==> config.mk <==
export PLATFORM = sky130hd
export DESIGN_NAME = sub_r2r3_serial
export DESIGN_NICKNAME = d
export VERILOG_FILES = /design/src/rtl/sub_r2r3_serial.sv
export SDC_FILE = /design/constraint.sdc
export NUM_CORES = 1
export LEC_CHECK = 0
export CAP_MARGIN = 0
export CORE_ASPECT_RATIO = 1.1
export CORE_MARGIN = 2
export CORE_UTILIZATION = 40
export DETAILED_ROUTE_END_ITERATION = 12
export PLACE_DENSITY = 0.68
export SYNTH_ARGS = -nofsm -noshare
export SYNTH_HDL_FRONTEND = slang
export SYNTH_SLANG_ARGS = --single-unit
==> constraint.sdc <==
create_clock -name clk -period 1.93 [get_ports clk]
set_clock_uncertainty 0.15 [all_clocks]
set_input_delay 0.579 -clock clk [delete_from_list [all_inputs] [get_ports clk]]
set_output_delay 0.579 -clock clk [all_outputs]
set_load 0.01 [all_outputs]
==> src/rtl/sub_r2r3_serial.sv <==
// sub_r2r3_serial: digit-serial r1 = r2 - r3 with N/Z/C/V flags, DW bits per clock, LSB first.
// Optional macro SUB_CARRY_IN_EN adds a cin port (SBC: r1 = r2 - r3 - !cin).
module sub_r2r3_serial #(
    parameter int DW = 1
) (
    input  logic        clk,
    input  logic        rst_n,
`ifdef SUB_CARRY_IN_EN
    input  logic        cin,
`endif
    input  logic        start,
    input  logic [31:0] r2,
    input  logic [31:0] r3,
    output logic        busy,
    output logic        done,
    output logic [31:0] r1,
    output logic        n,
    output logic        z,
    output logic        c,
    output logic        v
);
    localparam int N = 32 / DW;

    if (!(DW == 1 || DW == 2 || DW == 4 || DW == 8 || DW == 16 || DW == 32)) begin : g_bad_dw
        $error("sub_r2r3_serial: DW must be 1, 2, 4, 8, 16 or 32");
    end

    typedef enum logic [1:0] {IDLE, RUN, DONE} state_t;

    state_t        state, state_nx;
    logic [31:0]   a_sh, b_sh, acc, acc_nx;
    logic          sa, sb, carry, last, accept, cin_eff;
    logic [5:0]    cnt;
    logic [DW:0]   sum;
    logic [31+DW:0] ext;

`ifdef SUB_CARRY_IN_EN
    assign cin_eff = cin;
`else
    assign cin_eff = 1'b1;
`endif

    // one digit of r2 + ~r3 + carry; new digit enters the result from the top
    always_comb begin
        sum    = {1'b0, a_sh[DW-1:0]} + {1'b0, ~b_sh[DW-1:0]} + {{DW{1'b0}}, carry};
        ext    = {sum[DW-1:0], acc};
        acc_nx = ext[31+DW:DW];
        last   = cnt == 6'(N - 1);
        accept = start && state != RUN;
    end

    // state register
    always_ff @(posedge clk or negedge rst_n) begin
        if (!rst_n) state <= IDLE;
        else        state <= state_nx;
    end

    // next state and status outputs; start is honoured in IDLE and DONE only
    always_comb begin
        state_nx = accept ? RUN :
                   (state == RUN && last) ? DONE :
                   (state == DONE) ? IDLE : state;
        busy = state == RUN;
        done = state == DONE;
    end

    // operand latch, digit datapath and result/flag update on the final digit
    always_ff @(posedge clk or negedge rst_n) begin
        if (!rst_n) begin
            a_sh  <= '0;
            b_sh  <= '0;
            acc   <= '0;
            sa    <= 1'b0;
            sb    <= 1'b0;
            carry <= 1'b0;
            cnt   <= '0;
            r1    <= '0;
            n     <= 1'b0;
            z     <= 1'b0;
            c     <= 1'b0;
            v     <= 1'b0;
        end else if (accept) begin
            a_sh  <= r2;
            b_sh  <= r3;
            sa    <= r2[31];
            sb    <= r3[31];
            carry <= cin_eff;
            cnt   <= '0;
        end else if (state == RUN) begin
            a_sh  <= a_sh >> DW;
            b_sh  <= b_sh >> DW;
            acc   <= acc_nx;
            carry <= sum[DW];
            cnt   <= cnt + 6'd1;
            if (last) begin
                r1 <= acc_nx;
                n  <= acc_nx[31];
                z  <= acc_nx == 32'd0;
                c  <= sum[DW];
                v  <= (sa != sb) && (acc_nx[31] != sa);
            end
        end
    end
endmodule

==> qor.csv <==
metric;value;unit
status;finished clean;
reg-to-reg setup timing slack;0.08;ns
Worst Hold Launch;r1[17];
PortBufs;104;
Setup crit end kind;primary output;
commonest cells after routing, fill and taps aside;259 x nand2_1, 140 x dfrtp_1, 75 x o21ai_0;
H-tree Lvls;4;
maximum VDD drop;0.5254;mV
gr usage total;0.1651;
multi-input logic area;0.002301;sq mm
HP Class;reg2reg;
Root Buffer;clkbuf_16;
Final Setup Violations;0;
FFs w/ async S/R, synth;1.000;
most common cell after layout, fill and taps aside;nand2_1;
FILL cells;1263;
R2R Path Start;cnt[1];
TritonCTS Sinks;141;
worst endpoint required time;1.20;ns
WP data arrival;1.15;ns
pin count of the biggest net entering global routing;130;
Worst R2R End;z;
num rows;46;
slowest cell delay on critical path;0.46;ns
leading area contributor after synthesis;dfrtp_1;
Mapped Area;0.005982;sq mm
Netlist cell types;29;
Worst Hold Depth;2;
ANT cells;0;
Placeable Area;0.01450;sq mm
clock buffer count from CTS;17;
NumNets Final;796;
TritonCTS clock tree;done;
CP max-delay cell;dfrtp_2;
Seq/Total Area, Yosys;0.5898;
initial antenna violation count;0;
Fmax;532.4;MHz
Most used DFF post-synth;dfrtp_1;
Rel. slew slack;0.7272;
Synth warnings;0;
DR iter-0 viols;235;
ratio of cells with drive above 1 in the final layout;0.1000;
startpoint types;register;
Gate Count Post-Synth;615;
Layout area overhead;33.09;%
Starting Density;0.4124;
detailed placer's ending HPWL;8.431;mm
drc violations;0;
vias per cell;4.881;
measured slew at the worst slew-check pin;0.4092;ns
post-route ant nets;0;
WS Path Type;reg2out;
die area;0.01595;sq mm
Post-synth EDFFs;0;
placed cell count;894;
Mapped Avg Cell Area;9.727;sq um
Sequential cell area;0.003530;sq mm
Max Slew Vio Count;0;
Seq cells post-synth;141;
crit path max fanout;4;
area of placed instances;0.007323;sq mm
CTS max path bufs;2;
reg2reg path depth;5;
gp weighted congestion;0.7579;
worst path cell trace;nor2b_4, buf_6;
part of the cycle the worst path needs;0.9732;
worst setup path startpoint;state[0];
first-pass GRT wire length;21.09;mm
crit path time final;1.878;ns
Synth top area share;0.5898;
Final Cell Area;0.007961;sq mm
CTS clock-pin slew for the worst setup and hold paths;0.06;ns
IO Pins;105;
via count;4549;
Die H;132.3;um
leakage;4.047;nW
Synth area leaders;dfrtp_1 59%, nand2_1 16%, mux2i_1 11%, o21ai_0 6.3%, buf_2 1.4%;
MaxCap Viol Count;0;
number of iterations in the first detailed-routing pass;4;
Worst-Skew Late Latency;0.42;ns
power per cell area;1322;mW/mm^2
Cell Count, Final, Fillers Out;932;
Hold Vio Cnt, Final;0;
die span in x;120.6;um
Post-Syn Nets;684;
vias in the first global route;4428;
Congestion Overflow GR;0;
final WL;12.73;mm
worst-case hold path end point;r1[17];
Tot Pwr;10.52;mW
wire per inst;13.66;um
report_power, final:
part / switching, mW / leakage [nW] / internal [mW]
combinational: 1.34 / 1.93 / 1.21
sequential: 0.783 / 1.84 / 4.04
clock: 1.26 / 0.272 / 1.90
total: 3.38 / 4.05 / 7.14
stage by stage:
stage               setup WS, ns  setup TNS, ns  hold WS, ns  utilization
floorplan                0.04707              0       0.1334            -
global placement        -0.01506       -0.01506       0.3047       0.5049
detailed placement      -0.03490       -0.03490       0.3104       0.5049
CTS                     0.004506              0       0.3216       0.5425
global route            -0.02391       -0.02391       0.3359       0.5489
finish                   0.05166              0       0.3141       0.5489
registers in the layout, indices dropped and copies added (netlist names):
name,count
state,2
b_sh,32
acc,31
r1,32
carry,1
cnt,6
c,1
v,1
a_sh,32
z,1
sa,1
sb,1
how the worst max path moves through the flow:
stage                     slack (ns)   end
after floorplan                 0.05  busy
after global placement         -0.02  done
after detailed placement       -0.03  done
after CTS                      0.005  done
after global routing           -0.02     z
final                           0.05  done
logic make-up (layout without fill, tap and decap cells):
logic type / Yosys count / count (layout) / synth area share
AND/OR/NAND/NOR: 285 / 285 / 0.1918
multiplexers: 66 / 66 / 0.1109
XOR/XNOR: 1 / 1 / 0.001464
AO/OA/AOI/OAI: 79 / 79 / 0.06819
flip-flops: 141 / 141 / 0.5898
buffers and inverters: 41 / 166 / 0.03242
adder cells (fa/ha/maj): 2 / 2 / 0.005438
cell type report:
cell class / instances / share of cell area
Tap cell: 192 / 0.03017
Clock inverter: 14 / 0.01823
Inverter: 3 / 0.001729
Timing Repair Buffer: 131 / 0.1636
Multi-Input combinational cell: 433 / 0.2890
Clock buffer: 18 / 0.05391
Sequential cell: 141 / 0.4433
cell usage after synthesis (all sizes together) (2+ instances only):
cell and count:
inv 3, a31oi 2, nand2 259, nor2 6, nand4 2, o21ai 75
o31ai 2, mux2 2, clkbuf 18, nand3b 3, mux2i 64, nor4 7
buf 20, dfrtp 141, nor4b 2
worst max-delay path, delay by kind of cell (launching register included):
| kind | cells | cell delay (ns) |
|---|---|---|
| and+or+nand+nor | 1 | 0.16 |
| DFF | 1 | 0.46 |
| buffers and inverters | 1 | 0.12 |
metal layers:
metal / GRT usage / part of all wire / up-vias
met5: 0 / 0 / -
li1: - / - / 2249
met1: 0.2174 / 0.45 / 2161
met4: 0.05297 / 0.016 / 0
met2: 0.2567 / 0.47 / 119
met3: 0.05709 / 0.066 / 20
timing repair:
action | 4_1_cts | 5_1_grt
pin swaps | 0 | 2
hold endpoints to repair | 19 | 0
cloned | 0 | 1
buffers inserted | 0 | 4
hold buffers | 1 | 0
resized for setup | 48 | 6
endpoints found under the setup margin | 38 | 28
No activity file was read; power rests on OpenSTA's default activity.
